--- src/rtl/apb_req_master.sv ---
// apb_req_master: single-outstanding request-port to APB master bridge with ACCESS wait timeout
module apb_req_master #(
    parameter int unsigned TIMEOUT_CYCLES = 256,
    parameter logic [2:0]  PPROT_VAL      = 3'b000
) (
    input  logic        clock,
    input  logic        reset,
    input  logic [3:0]  inport_wr_i,
    input  logic        inport_rd_i,
    input  logic [31:0] inport_addr_i,
    input  logic [31:0] inport_write_data_i,
    output logic        inport_accept_o,
    output logic        inport_ack_o,
    output logic        inport_error_o,
    output logic [31:0] inport_read_data_o,
    output logic [31:0] out_paddr,
    output logic        out_psel,
    output logic        out_penable,
    output logic [2:0]  out_pprot,
    output logic        out_pwrite,
    output logic [31:0] out_pwdata,
    output logic [3:0]  out_pstrb,
    input  logic        out_pready,
    input  logic [31:0] out_prdata,
    input  logic        out_pslverr
);
    localparam int CW = (TIMEOUT_CYCLES == 0) ? 1 : $clog2(TIMEOUT_CYCLES + 1);
    typedef enum logic [1:0] {IDLE, SETUP, ACCESS, RESP} state_t;
    state_t state, state_next;
    logic [CW-1:0] wait_cnt;
    logic take, is_wr, timeout;
    always_comb begin
        is_wr = |inport_wr_i;
        take = (state == IDLE) && (inport_rd_i || is_wr);
        timeout = (TIMEOUT_CYCLES != 0) && (32'(wait_cnt) + 32'd1 == TIMEOUT_CYCLES);
        state_next = state == IDLE   ? (take ? SETUP : IDLE) :
                     state == SETUP  ? ACCESS :
                     state == ACCESS ? ((out_pready || timeout) ? RESP : ACCESS) : IDLE;
        inport_accept_o = state == IDLE;
        inport_ack_o = state == RESP;
        out_psel = (state == SETUP) || (state == ACCESS);
        out_penable = state == ACCESS;
        out_pprot = PPROT_VAL;
    end
    always_ff @(posedge clock) begin
        if (!reset) state <= IDLE;
        else state <= state_next;
    end
    always_ff @(posedge clock) begin
        if (!reset) begin
            out_paddr <= '0;
            out_pwrite <= 1'b0;
            out_pwdata <= '0;
            out_pstrb <= '0;
            wait_cnt <= '0;
            inport_error_o <= 1'b0;
            inport_read_data_o <= '0;
        end else begin
            if (take) begin
                out_paddr <= inport_addr_i;
                out_pwrite <= is_wr;
                out_pwdata <= is_wr ? inport_write_data_i : '0;
                out_pstrb <= is_wr ? inport_wr_i : '0;
            end
            if (state == SETUP) wait_cnt <= '0;
            else if (state == ACCESS && !out_pready) wait_cnt <= wait_cnt + CW'(1);
            // pready wins over a timeout reached in the same cycle
            if (state == ACCESS && out_pready) begin
                inport_error_o <= out_pslverr;
                if (!out_pwrite) inport_read_data_o <= out_prdata;
            end else if (state == ACCESS && timeout) begin
                inport_error_o <= 1'b1;
                if (!out_pwrite) inport_read_data_o <= '0;
            end
        end
    end
endmodule

--- config.mk ---
export PLATFORM = sky130hd
export DESIGN_NAME = apb_req_master
export DESIGN_NICKNAME = d
export VERILOG_FILES = /design/src/rtl/apb_req_master.sv
export SDC_FILE = /design/constraint.sdc
export NUM_CORES = 1
export LEC_CHECK = 0
export BUFFER_PORTS_ARGS = -buffer_cell sky130_fd_sc_hd__buf_4
export CAP_MARGIN = 20
export CORE_MARGIN = 2
export CORE_UTILIZATION = 35
export CTS_BUF_LIST = sky130_fd_sc_hd__clkbuf_8
export DETAILED_ROUTE_END_ITERATION = 8
export HOLD_SLACK_MARGIN = 0.06
export PLACE_DENSITY_LB_ADDON = 0.08
export SKIP_CTS_REPAIR_TIMING = 1
export SYNTH_ARGS = -nofsm -noshare
export SYNTH_HDL_FRONTEND = slang
export SYNTH_SLANG_ARGS = --single-unit
--- constraint.sdc ---
create_clock -name clock -period 3.6 [get_ports clock]
set_clock_uncertainty 0.15 [all_clocks]
set_input_delay 0.36 -clock clock [delete_from_list [all_inputs] [get_ports clock]]
set_output_delay 0.36 -clock clock [all_outputs]
set_load 0.05 [all_outputs]
==> metrics.txt <==
run status complete, no violations; met1 Use GR 0.2226; n_diodes 0; Fmax 380.8 MHz; IO Count 214; number of vias per cell 4.932; worst-margin pin slew 974.8 ps; Lkg Pwr 3.112 nW; GRT met2 Usage 0.2837; Setup TNS Final 0 ps; Min-Delay Path Class in2reg; worst path cell trace ha_1, nand3_1, or3_1, a221o_2, o21ai_0, o221a_2; die area 15300 µm²; row count 43; Peak VDD IR 0.0002740 V; Congestion Overflow GR 0; power per cell area 549.8 nW/µm²; Multi-input gate area 2526 µm²; Placeable Area 13930 µm²; Core Util, Final 0.5390; via count 4745; IO Port Bufs 210; H-tree Lvls 4; Hold Path Sink out_paddr[9]; Main synth FF type dfxtp_1; Worst R2R End inport_error_o; largest net degree at the start of global routing 69; CP Capture Type flip-flop; Max Cap Viol 0; worst r2r src wait_cnt[0]; crit start category flip-flop; Final HPWL DP 9.352 mm; Skew-Pair Late Insertion Delay 430 ps; GRT Util Overall 0.1836; Critical Path Source wait_cnt[0]; slack of the critical path 974.3 ps; Cell variety after synth 41; CP max FO 32; Final Setup Violations 0; synthesis warning total 0; post-route ant nets 0; CTS Root Cell clkbuf_8; Crit path largest cell delay 710 ps; Layout area overhead 49.81%; crit path DAT 2850 ps; vias in the first global route 4410; share of the synthesized area in the top cell type 0.4512; nets@finish 883; min cycle time layout 2626 ps; CTS max path bufs 2; Worst slew margin 0.3501; reg2reg setup slack 970 ps; area leader, netlist dfxtp_1; Place WS 996.4 ps; fraction of registers with async set/reset 0; hold wc startpoint inport_addr_i[9]; unrepaired setup endpoints after global routing false; fin. max-slew vios 0; flip-flop and latch area 2263 µm²; Cells after Synth 542; CTS buffer count 17; initial antenna violation count 0; chip height 123.7 µm; first-pass GRT wire length 21.95 mm; # DRC 0; mapped cell area 5014 µm²; GPL Wtd Cong 0.8139; worst setup path class reg2reg; Reg clk slew, reported paths 70 ps; share of cells above drive strength 1 0.3606; FF-to-FF path depth 6; gr busiest metal met2; DRT Pass-1 Iters 4; required time of the critical path 3820 ps; leading post-synthesis cells by cell area dfxtp_1 (45%), o211ai_2 (7.5%), nand2_1 (6.1%); met3 usage 0.07738; Die X 123.7 µm; CTS tree yes; hold depth 3; post-synthesis sequential area ratio 0.4512; Final Hold Slack 52.78 ps; critical path's slowest cell a221o_2; Initial Utilization 0.3598; FILL cells 1264; # clock sinks 113; final hold violation count 0; Avg WL per Cell 14.95 µm; Post-Route WL 14.38 mm; number of flops mapped to enable cells by yosys 0; syn_area_per_cell 9.250 µm²; period utilisation layout 0.7294; initial drt markers 215; #FFs+latches synth 113
[worst max path at each step]
stage,cells after the start,end
2_1_floorplan,9,out_paddr[0]
3_3_place_gp,6,inport_error_o
3_5_place_dp,6,inport_error_o
4_1_cts,6,inport_error_o
5_1_grt,6,inport_read_data_o[30]
6_report,6,inport_error_o
[layer usage]
metal	vias to the layer above	wire length, µm
li1	2361	-
met1	2197	6371
met2	164	6494
met3	23	1203
met4	0	312
met5	-	0
[critical path: cells and delay by family, from the launching register on]
kind,cells,cell delay [ps]
fa+ha+maj,1,320
simple gates,2,430
flops,1,460
compound gates,3,1200
[final cells by class]
cell class	count	area share
Tap cell	180	0.02999
Clock buffer	22	0.04031
Timing Repair Buffer	263	0.2799
Sequential cell	113	0.3013
Inverter	2	0.0009995
Clock inverter	7	0.01116
Multi-Input combinational cell	375	0.3363
[state kept, by name, summed over array words and instances, names as in the netlist]
| register | cells |
|---|---|
| inport_error_o | 1 |
| out_pwdata | 32 |
| out_pstrb | 4 |
| out_pwrite | 1 |
| wait_cnt | 9 |
| state | 2 |
| out_paddr | 32 |
| inport_read_data_o | 32 |
[cell usage in the layout (no fill, tap or decap), types with 2 or more instances in the layout]
| cell | instances |
|---|---|
| buf_4 | 216 |
| dfxtp_1 | 112 |
| nand2_1 | 81 |
| dlygate4sd3_1 | 46 |
| a21boi_0 | 37 |
| nor2b_1 | 35 |
| a22oi_1 | 32 |
| a21oi_1 | 32 |
| nor3b_1 | 31 |
| o211ai_2 | 30 |
| a21boi_1 | 30 |
| clkbuf_8 | 22 |
| nor2_1 | 12 |
| nand3_1 | 6 |
| o21ai_0 | 6 |
| ha_1 | 6 |
| xor2_1 | 5 |
| clkinv_2 | 4 |
| inv_1 | 3 |
| conb_1 | 3 |
| nand2b_1 | 2 |
| and4_1 | 2 |
| nand4_1 | 2 |
| or3_1 | 2 |
| xnor2_1 | 2 |
| a211oi_1 | 2 |
| a32oi_1 | 2 |
| bufinv_16 | 2 |
[through the flow]
step	power (mW)	std cells	instance area, µm²
2_1_floorplan	2.490	544	5021
3_3_place_gp	2.921	887	6664
3_5_place_dp	2.941	887	6664
4_1_cts	4.133	916	7051
5_1_grt	4.344	962	7511
6_report	4.130	962	7511
[logic make-up after synthesis]
| group | count (synthesis) | share of synthesized area |
|---|---|---|
| other | 1 | 0.0007480 |
| DFF | 113 | 0.4512 |
| xor gates and xnor gates | 7 | 0.01223 |
| muxes | 1 | 0.001997 |
| buffers and inverters | 56 | 0.05191 |
| and+or+nand+nor | 179 | 0.1849 |
| AOI/OAI and AO/OA | 179 | 0.2820 |
| adders and majority gates | 6 | 0.01497 |
[report_power, final]
group	internal (mW)	switching, mW
registers	1.40	0.115
logic	0.477	0.966
clock network	0.688	0.486
total	2.56	1.57
[synthesized netlist by cell type (all sizes together) (2+ instances only)]
cell / n
a22oi: 32
a21boi: 67
clkbuf: 33
nand4: 2
a32oi: 2
nor3b: 31
and4: 2
nor2b: 35
dfxtp: 113
o211ai: 31
xnor2: 2
xor2: 5
or3: 2
o21ai: 6
ha: 6
a211oi: 2
buf: 21
nand2: 82
a21oi: 33
nor2: 12
inv: 2
nand3: 6
nand2b: 2
Note: power is estimated with default switching activity, not from simulation.
